[src/rtl/envelope_gen.sv]
// ---------------------------------------------------------------------------
// envelope_gen
// ADSR-style gain envelope for one note. A note_start pulse latches the note
// length in beats, clears the gain and starts the attack ramp. The gain ramps
// on audio sample ticks; the beat tick counts the note length down and forces
// the release phase when it expires. done pulses once when the release ramp
// reaches zero.
//
// Ports
//   i_clk           system clock, all state on rising edge
//   i_rst_n         asynchronous active-low reset
//   i_note_start    one-cycle pulse, begin (or retrigger) a note
//   i_duration      note length in beats, sampled on i_note_start
//   i_beat          one-cycle beat tick
//   i_sample_ready  one-cycle audio sample tick
//   o_start         latched duration of the current note
//   o_curr          beats remaining
//   o_multiple      envelope gain
//   o_active        high whenever the envelope is not idle
//   o_done          one-cycle pulse when the release ramp reaches zero
//
// state     | meaning
// ----------+------------------------------------------------------------
// S_IDLE    | no note; beat and sample ticks ignored, outputs hold
// S_ATTACK  | gain rises by ATTACK_STEP per sample, saturating at 255
// S_DECAY   | gain falls by DECAY_STEP per sample down to SUSTAIN_LEVEL
// S_SUSTAIN | gain held while beats count the note down
// S_RELEASE | gain falls by RELEASE_STEP per sample to zero, then done
// ---------------------------------------------------------------------------
module envelope_gen #(
    parameter logic [7:0] ATTACK_STEP   = 8'd32,
    parameter logic [7:0] DECAY_STEP    = 8'd4,
    parameter logic [7:0] SUSTAIN_LEVEL = 8'd160,
    parameter logic [7:0] RELEASE_STEP  = 8'd8
) (
    input  logic       i_clk,
    input  logic       i_rst_n,
    input  logic       i_note_start,
    input  logic [5:0] i_duration,
    input  logic       i_beat,
    input  logic       i_sample_ready,
    output logic [5:0] o_start,
    output logic [5:0] o_curr,
    output logic [7:0] o_multiple,
    output logic       o_active,
    output logic       o_done
);

    typedef enum logic [2:0] {
        S_IDLE,
        S_ATTACK,
        S_DECAY,
        S_SUSTAIN,
        S_RELEASE
    } state_t;

    state_t     r_state, w_state_nxt;
    logic [5:0] r_start, w_start_nxt;
    logic [5:0] r_curr,  w_curr_nxt;
    logic [7:0] r_mult,  w_mult_nxt;
    logic       r_active;
    logic       r_done,  w_done_nxt;

    logic [8:0] w_attack_sum;
    logic [8:0] w_decay_floor;

    // 9-bit arithmetic so the saturating compares cannot wrap
    assign w_attack_sum  = {1'b0, r_mult} + {1'b0, ATTACK_STEP};
    assign w_decay_floor = {1'b0, SUSTAIN_LEVEL} + {1'b0, DECAY_STEP};

    always_comb begin
        w_state_nxt = r_state;
        w_start_nxt = r_start;
        w_curr_nxt  = r_curr;
        w_mult_nxt  = r_mult;
        w_done_nxt  = 1'b0;

        if (i_note_start) begin
            // Retrigger from any state; same-cycle ticks are dropped
            w_start_nxt = i_duration;
            w_curr_nxt  = i_duration;
            w_mult_nxt  = 8'd0;
            w_state_nxt = (i_duration != 6'd0) ? S_ATTACK : S_RELEASE;
        end else if (r_state != S_IDLE) begin
            if (i_sample_ready) begin
                case (r_state)
                    S_ATTACK: begin
                        if (w_attack_sum >= 9'd255) begin
                            w_mult_nxt  = 8'd255;
                            w_state_nxt = S_DECAY;
                        end else begin
                            w_mult_nxt  = w_attack_sum[7:0];
                        end
                    end
                    S_DECAY: begin
                        if ({1'b0, r_mult} > w_decay_floor) begin
                            w_mult_nxt  = r_mult - DECAY_STEP;
                        end else begin
                            w_mult_nxt  = SUSTAIN_LEVEL;
                            w_state_nxt = S_SUSTAIN;
                        end
                    end
                    S_RELEASE: begin
                        if (r_mult > RELEASE_STEP) begin
                            w_mult_nxt  = r_mult - RELEASE_STEP;
                        end else begin
                            w_mult_nxt  = 8'd0;
                            w_state_nxt = S_IDLE;
                            w_done_nxt  = 1'b1;
                        end
                    end
                    default: ;
                endcase
            end

            // Evaluated after the gain rules so a note expiring on this beat
            // overrides any attack/decay transition
            if (i_beat && (r_curr != 6'd0)) begin
                w_curr_nxt = r_curr - 6'd1;
                if ((r_curr == 6'd1) &&
                    ((r_state == S_ATTACK) || (r_state == S_DECAY) ||
                     (r_state == S_SUSTAIN))) begin
                    w_state_nxt = S_RELEASE;
                end
            end
        end
    end

    always_ff @(posedge i_clk or negedge i_rst_n) begin
        if (!i_rst_n) begin
            r_state  <= S_IDLE;
            r_start  <= 6'd0;
            r_curr   <= 6'd0;
            r_mult   <= 8'd0;
            r_active <= 1'b0;
            r_done   <= 1'b0;
        end else begin
            r_state  <= w_state_nxt;
            r_start  <= w_start_nxt;
            r_curr   <= w_curr_nxt;
            r_mult   <= w_mult_nxt;
            r_active <= (w_state_nxt != S_IDLE);
            r_done   <= w_done_nxt;
        end
    end

    assign o_start    = r_start;
    assign o_curr     = r_curr;
    assign o_multiple = r_mult;
    assign o_active   = r_active;
    assign o_done     = r_done;

endmodule

[config.mk]
export PLATFORM = sky130hd
export DESIGN_NAME = envelope_gen
export DESIGN_NICKNAME = d
export VERILOG_FILES = /design/src/rtl/envelope_gen.sv
export SDC_FILE = /design/constraint.sdc
export NUM_CORES = 1
export LEC_CHECK = 0
export CAP_MARGIN = 30
export CORE_MARGIN = 1.5
export CORE_UTILIZATION = 52
export CTS_CLUSTER_DIAMETER = 120
export CTS_CLUSTER_SIZE = 10
export DETAILED_ROUTE_END_ITERATION = 12
export HOLD_SLACK_MARGIN = 0.02
export MAX_ROUTING_LAYER = met4
export PLACE_DENSITY_LB_ADDON = 0.25
export RECOVER_POWER = 25
export SLEW_MARGIN = 20
export SYNTH_ARGS = -nofsm -noshare
export SYNTH_HDL_FRONTEND = slang
export SYNTH_SLANG_ARGS = --single-unit
[constraint.sdc]
create_clock -name i_clk -period 3.31 [get_ports i_clk]
set_clock_uncertainty 0.15 [all_clocks]
set_input_delay 0.4965 -clock i_clk [delete_from_list [all_inputs] [get_ports i_clk]]
set_output_delay 0.4965 -clock i_clk [all_outputs]
set_load 0.02 [all_outputs]
# == Yosys cells after proc, flatten, opt, wreduce, memory -nomap -nowiden ==
# Index checks and enable logic that the tools add are counted.
# totals
ff_bits,25
input_bits,11
output_inout_bits,22
word_cells,57
# op_classes
n_addsub,4
magnitude_cmp,3
eq_ne,5
n_mux,25
n_reduce_logical,14
# op_table
cell,count
$mux W8,6
$mux W3,9
$pmux W8 S3,1
$mux W6,3
$reduce_bool A6 Y1,2
$add A8 B6 Y9 const B,1
$ge A9 B8 Y1 const B,1
$pmux W3 S3,1
$gt A8 B4 Y1 const B,1
$gt A8 B8 Y1 const B,1
$sub A8 B3 Y8 const B,1
$sub A8 B4 Y8 const B,1
$eq A3 B2 Y1 const B,2
$eq A6 B1 Y1 const B,1
$reduce_bool A2 Y1,3
$reduce_bool A3 Y1,2
$sub A6 B1 Y6 const B,1
$mux W1,5
$reduce_bool A4 Y1,1
$eq A3 B1 Y1 const B,1
$eq A3 B3 Y1 const B,1
$reduce_and A3 Y1,1
$logic_and A1 B1 Y1,2
$logic_or A1 B1 Y1,2
$reduce_and A2 Y1,1

# == Logic depth before layout (Yosys ltp) ==
# depth
word_depth,10
mapped_depth,7
mapped_depth_nobuf,7

# == Worst setup path after synthesis ==
# Ideal clock, no wire load.
# synth_timing
path_type,flip-flop to flip-flop
startpoint,register r_mult[5] (netlist: o_multiple[5])
endpoint,register r_mult[4] (netlist: o_multiple[4])
setup_time_ns,0.121
t_arrival_ns,2.187
required_ns,3.039
setup_slack_ns,0.852
stages_incl_launch_ff,8
path_buffers,0
cell_sequence,dfrtp_1 inv_1 ha_1 and4b_1 o211ai_1 a21oi_1 a311o_1 a22o_1
# synth_via
elab_chain_len,7
# synth_rtl
element,line_no,rtl
"start, declared",60,"logic [7:0] r_mult, w_mult_nxt;"
"start signal, assigned",141,r_mult <= w_mult_nxt;
$add A8 B6 Y9,68,"assign w_attack_sum = {1'b0, r_mult} + {1'b0, ATTACK_STEP};"
$ge A9 B8 Y1,88,if (w_attack_sum >= 9'd255) begin
$mux W8,88,
$pmux W8 S3 *,86,case (r_state)
$mux W8 *,85,if (i_sample_ready) begin
$mux W8 *,84,end else if (r_state != S_IDLE) begin
$mux W8 *,78,if (i_note_start) begin
# Mark *: on every way between the ends. The rest lies on a longest branch, timed or not. The select of a mux whose other input is x is not followed.
# A chain may end at the register's enable or synchronous reset.

# == Worst setup path in the final report ==
# layout_timing
startpoint,register r_mult[5] (netlist: o_multiple[5])
endpoint,register r_mult[5] (netlist: o_multiple[5])
# Same word-level chain as after synthesis.

==> impl_results.md <==
* Status: finished clean
* First-pass GRT wire length at 7650 um
* Hold path start: o_start[0]
* Root buf cell: clkbuf_4
* Post-synth top area cell: dfrtp_1
* Combinational share of power at 43.7%
* Routed vias at 1652
* Gp weighted congestion at 0.934
* Die area at 0.00374 mm^2
* Die Y at 61.1 um
* H-tree Lvls at 1
* # Post-CTS Setup Buffers at 0
* Setup_tns at 0 ps
* Final setup violation count at 0
* 1st-pass router iterations at 5
* Max cap viols at 0
* Post-Synth Simple-Gate Area at 19.5%
* Die W at 61.1 um
* Mapped Nets at 221
* P&R area growth vs syn at 21.3%
* Area share of the largest cell type after synthesis at 34.2%
* Number of port buffers at 32
* Mux share of post-synthesis cell area at 1.28%
* Leakage at 0.884 nW
* Antenna cells at 0
* Critical path type: reg2reg
* Number of global-route vias before repair at 1564
* Core area at 0.00313 mm^2
* Most used cell, CP: o211ai_1
* CP required at 3410 ps
* Post-route antenna net violation count at 0
* CP peak stage delay at 640 ps
* WHS at 390 ps
* Most common cell after layout, fill and taps aside: clkdlybuf4s50_1
* Post_cts resized at 0
* Via/cell ratio at 6.07
* Destination of the worst hold path: o_start[0]
* Synth top area cells: dfrtp_1 (34%), ha_1 (9.3%), nand2_1 (4.1%)
* Largest family of logic cells by synthesized area: compound AO/OA/AOI/OAI gates
* #FFs+latches synth at 24
* Total track usage at 28.5%
* Unique masters post-synth at 47
* Syn Std Cell Area at 0.00176 mm^2
* CTS Buffer Depth at 2
* Commonest cells after routing, fill and taps aside: clkdlybuf4s50_1 (31), dfrtp_1 (24), nand2_1 (19)
* Clock Sinks at 24
* DP Wirelength at 3340 um
* Drt drc at 0
* Worst setup startpoint: o_multiple[5]
* Drt wl/cell at 17.1 um
* Pwr Density at 528 mW/mm^2
* VDD IR-drop max at 0.326 mV
* Final #Nets at 253
* Post-synthesis xor/xnor area fraction at 4.48%
* Ys flop type: dfrtp_1
* Psw at 0.455 mW
* Setup crit end kind: flop
* Worst skew pair latency at 330 ps
* Cell internal pwr at 0.671 mW
* Post-Route WL at 4640 um
* Flop-to-flop setup slack at 490 ps
* Worst min-delay path class: reg2reg
* Ys Warns at 0
* Total grt overflow at 0
* Crit path launch type: flop
* Reg2reg end: o_multiple[5]
* Syn Inst Count at 197
* Cells along the critical path: inv_1 > ha_1 > and4b_1 > o211ai_1 > a311oi_1 > buf_4 > o2111ai_1 > o211ai_1
* RSZ-0062 raised after global routing: no
* Worst hold path depth at 1
* Critical Path AT at 2920 ps
* CTS buffer count at 3
* Placed Area at 0.00208 mm^2
* DRT iter0 DRCs at 150
* Worst-path maximum fanout at 10
* Initial core utilization at 56.2%
* Synth Area in Compound Gates at 23.6%
* Worst slew margin at 9.65%
* # IOs at 33
* Fin util at 68.2%
* Seq/Total Area, Yosys at 34.2%
* Avg Cell Area, Syn at 8.92 um^2
* Row count at 20
* CTS tree: yes
* Final Power at 1.13 mW
* Sw Share at 40.4%
* Reg clk slew, reported paths at 150 ps
* Largest net degree at the start of global routing at 29
* Finished Cell Area at 0.00213 mm^2
* Filler instances at 253
* Adder-Cell Fraction of Synth Area at 9.25%
* Post-synth EDFFs at 0
* Layout cells sized above 1 at 7.89%
* Period Utilization, post-route at 85.3%
* Clock share of power at 19.4%
* Max-slew violation count at 0
* Initial antenna violation count at 0
* Slowest cell on crit path: a311oi_1
* FF-to-FF Start: o_multiple[5]
* Final Hold Vio Count at 0
* Sequential cell fraction of total power at 36.8%
* Hold_buf cts at 0
* Tightest Pin Transition at 1360 ps
* R2r worst-path depth at 8
* Min cycle time layout at 2820 ps
* Max Fclk at 0.354 GHz
* Post-synth ARST share at 100%
critical path: cells and delay by family, from the launching register on:
kind	cells	cell delay, ps
DFF	1	540
buffers and inverters	2	440
and+or+nand+nor	1	190
adders and majority gates	1	350
AOI/OAI and AO/OA	4	1080
cell usage after synthesis, types with 2 or more instances:
cell type  count
dfrtp_1       24
nand2_1       19
inv_1         15
o21ai_0       14
ha_1          13
nor2_1        12
nand3_1        9
a21oi_1        8
nor3_1         8
xor2_1         6
o211ai_1       5
a311oi_1       4
a31oi_1        4
buf_6          4
and3_1         3
o31ai_1        3
or4_1          3
xnor2_1        3
a22o_1         2
a311o_1        2
and3_2         2
mux2_2         2
nor2b_1        2
nor3b_1        2
o2111ai_1      2
o211a_1        2
o22ai_1        2
o32ai_1        2
or2_2          2
worst max-delay path by stage:
| stage | endpoint | cells after the start | slack [ps] |
|---|---|---|---|
| 2_1_floorplan | o_multiple[4] | 7 | 850 |
| 3_3_place_gp | o_multiple[5] | 8 | 730 |
| 3_5_place_dp | o_multiple[5] | 8 | 560 |
| 4_1_cts | o_multiple[5] | 8 | 520 |
| 5_1_grt | o_multiple[5] | 8 | 320 |
| 6_report | o_multiple[5] | 8 | 490 |
registers in the layout, indices dropped and copies added (netlist names):
register,flops
o_start,6
o_active,1
o_multiple,7
o_curr,6
o_done,1
r_state,3
area by class of cell:
| type | instances | area, um^2 | share of cell area [%] |
|---|---|---|---|
| Sequential cell | 24 | 601 | 28.2 |
| Tap cell | 44 | 55.1 | 2.58 |
| Clock inverter | 1 | 30.0 | 1.41 |
| Timing Repair Buffer | 36 | 347 | 16.3 |
| Inverter | 15 | 56.3 | 2.64 |
| Clock buffer | 3 | 22.5 | 1.06 |
| Multi-Input combinational cell | 149 | 1020 | 47.9 |
kinds of logic (layout without fill, tap and decap cells):
| group | after synthesis | in the layout |
|---|---|---|
| AO/OA/AOI/OAI | 58 | 58 |
| XOR/XNOR | 9 | 9 |
| adder cells (fa/ha/maj) | 13 | 13 |
| buffers and inverters | 24 | 55 |
| flip-flops | 24 | 24 |
| multiplexers | 2 | 2 |
| AND/OR/NAND/NOR | 67 | 67 |
through the flow:
step / setup slack, ps / instances
after floorplan: 852 / 197
after global placement: 728 / 268
after detailed placement: 562 / 268
after CTS: 524 / 272
after global routing: 317 / 272
final: 486 / 272
power groups by stage:
stage,Clock (mW),Sequential (mW),Combinational [mW]
4_1_cts,0.221,0.414,0.490
3_5_place_dp,0,0.420,0.485
6_report,0.219,0.415,0.493
3_3_place_gp,0,0.414,0.482
2_1_floorplan,0,0.439,0.295
5_1_grt,0.234,0.426,0.539
per-layer routing:
metal | GRT usage [%] | wire, um
met1 | 41.2 | 2160
met2 | 42.1 | 2160
met3 | 3.78 | 300
met4 | 7.14 | 15
met5 | - | 0
(Power assumes the default switching activity.)
==> patch 1 (same settings) <==
Re-encode `state_t` (5 states) as one-hot, 5 bits wide.
--- a/src/rtl/envelope_gen.sv
+++ b/src/rtl/envelope_gen.sv
@@ -46,12 +46,12 @@
     output logic       o_done
 );
 
-    typedef enum logic [2:0] {
-        S_IDLE,
-        S_ATTACK,
-        S_DECAY,
-        S_SUSTAIN,
-        S_RELEASE
+    typedef enum logic [4:0] {
+        S_IDLE    = 5'b00001,
+        S_ATTACK  = 5'b00010,
+        S_DECAY   = 5'b00100,
+        S_SUSTAIN = 5'b01000,
+        S_RELEASE = 5'b10000
     } state_t;
 
     state_t     r_state, w_state_nxt;
Function: same outputs for any inputs over 10 cycles, from zero or initial values and one cycle with i_rst_n low; not proved beyond that.
==> patch 1 against the original RTL <==
  * Sequential share of layout area grew 1.0 points
  * Via count down 2.5%
  * Utilization shrank 1.8 points
  * Critical path depth did not move
  * Routed wire length fell by 5.9%
  * Cell count is 2.2% higher
  * Synthesized area up 3.8%
  * Sequential cell count up 2
  * Worst setup slack worse by 0.064 ns
  * Fmax shrank 2.2%
  * Final area rose by 4.8%
  * Global-route usage shrank 5.1 points
  * Highest routed layer unchanged
Power is not compared: it rests on default switching activity, and its combinational part moved more than twofold at a synthesized area within 25%.
==> patch 1: results (changes against the original RTL) <==
stage;metric;value;unit;change
run_status;outcome;completed;;
clocking;Post-CTS Setup Bufs;0;;unchanged
global_routing;first-pass GRT wire length;7120;um;-6.9%
critical_path;worst-case reg-to-reg path depth;8;;unchanged
synthesis;post-synth net total;225;;+1.8%
detailed_routing;DR WL met3;148;um;-51%
clocking;maximum buffer depth of the clock tree;2;;unchanged
power_and_ir_drop;LEAKAGE;0.9071;nW;
global_routing;initial antenna violation count;0;;unchanged
final_layout;diode count;0;;unchanged
synthesis;Synth Warn #;0;;unchanged
place;routability cong.;0.9239;;-1.1%
clocking;Clock Pin Slew Worst Setup and Hold Paths;0.14;ns;
place;Port Buf Inserts;32;;unchanged
sta;final hold slack;0.3839;ns;-0.006188 ns
detailed_routing;highest metal used;met4;;
final_layout;fraction of final layout cells with drive strength greater than 1;0.09914;;+0.02019
worst_hold_path;hold_sp;o_start[3];;
sta;Tcrit/Tclk final;0.8723;;+0.01926
critical_path;flop2flop setup slack;0.42;ns;-0.06 ns
sta;Slew @ Worst Pin;1.430;ns;+0.07448 ns
synthesis;synth unique cells;56;;+19%
final_layout;max reg flops;7;;unchanged
synthesis;top post-synthesis cells by area;dfrtp_1 34%, ha_1 8.9%, o21ai_0 4.9%, inv_1 3.9%, xnor2_1 3.4%;;
clocking;clk_lat worst skew;0.32;ns;
clocking;clk root buf;clkbuf_4;;
place;dpl hpwl;3255;um;-2.6%
synthesis;Post-synth ARST share;1.000;;unchanged
clocking;CTS Buf Count;3;;unchanged
critical_path;CP startpoint;o_multiple[5];;
clocking;H-Tree Depth;1;;unchanged
detailed_routing;initial DRC count;129;;-14%
detailed_routing;wire length per cell;15.70;um;-7.9%
critical_path;Arr. time, crit path;2.96;ns;+0.04 ns
final_layout;nets@finish;257;;+1.6%
place;Placement Setup Slack;0.5036;ns;-0.05835 ns
detailed_routing;vias post-DR;1611;;-2.5%
clocking;CTS resizes;0;;unchanged
critical_path;Crit-path slowest cell;dfrtp_1;;
detailed_routing;met2 wire length;2135;um;-1.3%
critical_path;CP max stage delay;0.60;ns;-0.04 ns
power_and_ir_drop;worst vdd ir;0.2758;mV;
detailed_routing;DRT met1 WL;2016;um;-6.7%
synthesis;Seq/Total Area, Yosys;0.3573;;+0.01570
worst_hold_path;min-delay worst type;reg -> reg;;
global_routing;gr usage total;0.2341;;-0.05108
detailed_routing;TritonRoute pass-1 iters;4;;-1
global_routing;vias in the first global route;1450;;-7.3%
synthesis;Synth Flop Type;dfrtp_1;;
place;placed instance area;2185;um2;+4.9%
worst_hold_path;worst hold path depth;2;;+1
synthesis;Commonest cells post-synth;25 x dfrtp_1, 19 x inv_1, 18 x o21ai_0, 13 x ha_1;;
global_routing;largest net degree at the start of global routing;27;;-6.9%
critical_path;CP max FO;11;;+1
patch 1: cell type report:
cell class,count,area [um2]
tap,46,57.56
sequential,26,651.9
clock inverter,1,30.03
inverter,19,71.32
timing repair buffer,35,339.1
clock buffer,3,22.52
fill,291,1130
multi-input combinational,148,1061
patch 1: kinds of logic (layout without fill, tap and decap cells):
kind of cell | after synthesis | in the layout | synth area share
buf+inv | 27 | 58 | 0.06104
simple gates | 62 | 62 | 0.1934
mux | 3 | 3 | 0.01852
flops | 26 | 26 | 0.3573
xor+xnor | 9 | 9 | 0.04321
compound gates | 61 | 61 | 0.2373
fa+ha+maj | 13 | 13 | 0.08917
patch 1: layer usage:
| metal | track usage | vias to the layer above |
|---|---|---|
| met2 | 0.3764 | 41 |
| met3 | 0.02355 | 8 |
| met5 | - | - |
| li1 | - | 791 |
| met1 | 0.3216 | 771 |
| met4 | 0.05833 | 0 |
patch 1: final timing paths:
kind                            endpoint
setup / recovery           o_multiple[2]
hold / removal                o_start[3]
setup reg to reg           o_multiple[2]
hold reg to reg               o_start[3]
max in group asynchronous  o_multiple[2]
min in group asynchronous     r_state[4]
patch 1: critical path, delay by kind of cell, from the launching register on:
kind	cells	cell delay (ns)
flip-flops	1	0.60
adder cells (fa/ha/maj)	1	0.34
AND/OR/NAND/NOR	2	0.28
AO/OA/AOI/OAI	4	1.22
buffers and inverters	1	0.19
patch 1: power by group:
group / internal (mW) / switching [mW]
logic: 0.103 / 0.114
registers: 0.340 / 0.0305
clock network: 0.122 / 0.0977
patch 1: through the flow:
step                      std cells  power [mW]
final                           278      0.8080
after global routing            278      0.8563
after CTS                       278      0.8170
after detailed placement        274      0.5920
after global placement          274      0.5907
after floorplan                 201      0.5045
==> patch 2 (same flow settings) <==
Without the edit above. Set the parameter `SUSTAIN_LEVEL` to 8'd120 (it was 8'd160).
--- a/src/rtl/envelope_gen.sv
+++ b/src/rtl/envelope_gen.sv
@@ -30,7 +30,7 @@
 module envelope_gen #(
     parameter logic [7:0] ATTACK_STEP   = 8'd32,
     parameter logic [7:0] DECAY_STEP    = 8'd4,
-    parameter logic [7:0] SUSTAIN_LEVEL = 8'd160,
+    parameter logic [7:0] SUSTAIN_LEVEL = 8'd120,
     parameter logic [7:0] RELEASE_STEP  = 8'd8
 ) (
     input  logic       i_clk,
Check against the original RTL: no difference found for any inputs over 10 cycles, from zero or initial values and one cycle with i_rst_n low; that may be too few to reach the edited logic, so the function may still have changed.
==> patch 2 against the original RTL <==
  * Highest routed layer unchanged
  * Final area shrank 3.1%
  * Synthesized area is 3.5% lower
  * Routed wire length is 14% lower
  * Synthesized cell count fell by 3.0%
  * Worst setup slack gained 0.28 ns
  * Global-route usage fell by 2.4 points
  * Sequential cell count unchanged
Power is not compared: it rests on default switching activity, and its combinational part moved more than twofold at a synthesized area within 25%.
==> patch 2: results (changes against the original RTL) <==
stage;metric;value;unit;change
run_status;outcome;completed;;
detailed_routing;final wirelength;4009;um;-14%
critical_path;critical path endpoint;o_multiple[6];;
final_layout;Fill cells;270;;+6.7%
global_routing;grt met1 use;0.3342;;-0.07776
place;routability cong.;0.9219;;-1.3%
final_layout;sequential share of cell area;0.2907;;+0.009042
critical_path;Arr. time, crit path;2.59;ns;-0.33 ns
place;dpl hpwl;3050;um;-8.7%
synthesis;synth unique cells;56;;+19%
synthesis;Cells after Synth;191;;-3.0%
critical_path;Crit-path slowest cell;dfrtp_1;;
detailed_routing;DR WL met3;108;um;-64%
final_layout;Layout clock area frac;0.01757;;-0.007083
synthesis;top post-synthesis cells by area;dfrtp_1 35%, ha_1 8.8%, o21ai_0 3.8%, nand2_1 3.8%, inv_1 3.1%;;
global_routing;largest net degree at the start of global routing;32;;+10%
detailed_routing;initial DRC count;58;;-61%
final_layout;nets@finish;243;;-4.0%
critical_path;CP max FO;12;;+2
global_routing;met3 usage;0.02814;;-0.009677
synthesis;Commonest cells post-synth;24 x dfrtp_1, 17 x nand2_1, 14 x inv_1, 14 x nor2_1, 13 x o21ai_0;;
detailed_routing;Via-to-Cell Ratio;5.802;;-4.5%
final_layout;multi-input combinational area share;0.4791;;about the same
final_layout;count of multi-input gates;143;;-4.0%
final_layout;non-clk buf share;0.1605;;-0.002050
critical_path;flop2flop setup slack;0.76;ns;+0.28 ns
global_routing;grt met2 use;0.4348;;+0.01381
clocking;clk_lat worst skew;0.31;ns;-0.02 ns
critical_path;CP max stage delay;0.56;ns;-0.08 ns
final_layout;fraction of final layout cells with drive strength greater than 1;0.07306;;-0.005888
global_routing;gr usage total;0.2607;;-0.02445
final_layout;Buffers excl. clock;34;;-5.6%
detailed_routing;DRT met1 WL;1805;um;-16%
place;placed cells;259;;-3.4%
detailed_routing;TritonRoute pass-1 iters;4;;-1
synthesis;post-synth net total;214;;-3.2%
[patch 2: cells by family (layout without fill, tap and decap cells)]
logic type	after synthesis	in the layout	share of synthesized area
AO/OA/AOI/OAI	49	49	0.2109
XOR/XNOR	7	7	0.03614
adder cells (fa/ha/maj)	12	12	0.08849
buffers and inverters	24	52	0.06268
flip-flops	24	24	0.3540
multiplexers	2	2	0.01254
AND/OR/NAND/NOR	73	73	0.2353
[patch 2: per-stage QoR]
| step | area, um2 | power, mW | setup WS, ns | util |
|---|---|---|---|---|
| after CTS | 2069 | 0.7155 | 0.7708 | 0.6724 |
| after global placement | 2033 | 0.5524 | 0.8793 | 0.6606 |
| after detailed placement | 2033 | 0.5576 | 0.8051 | 0.6606 |
| final | 2066 | 0.7073 | 0.7636 | 0.6711 |
| after floorplan | 1697 | 0.4714 | 1.020 | - |
| after global routing | 2066 | 0.7490 | 0.4642 | 0.6711 |
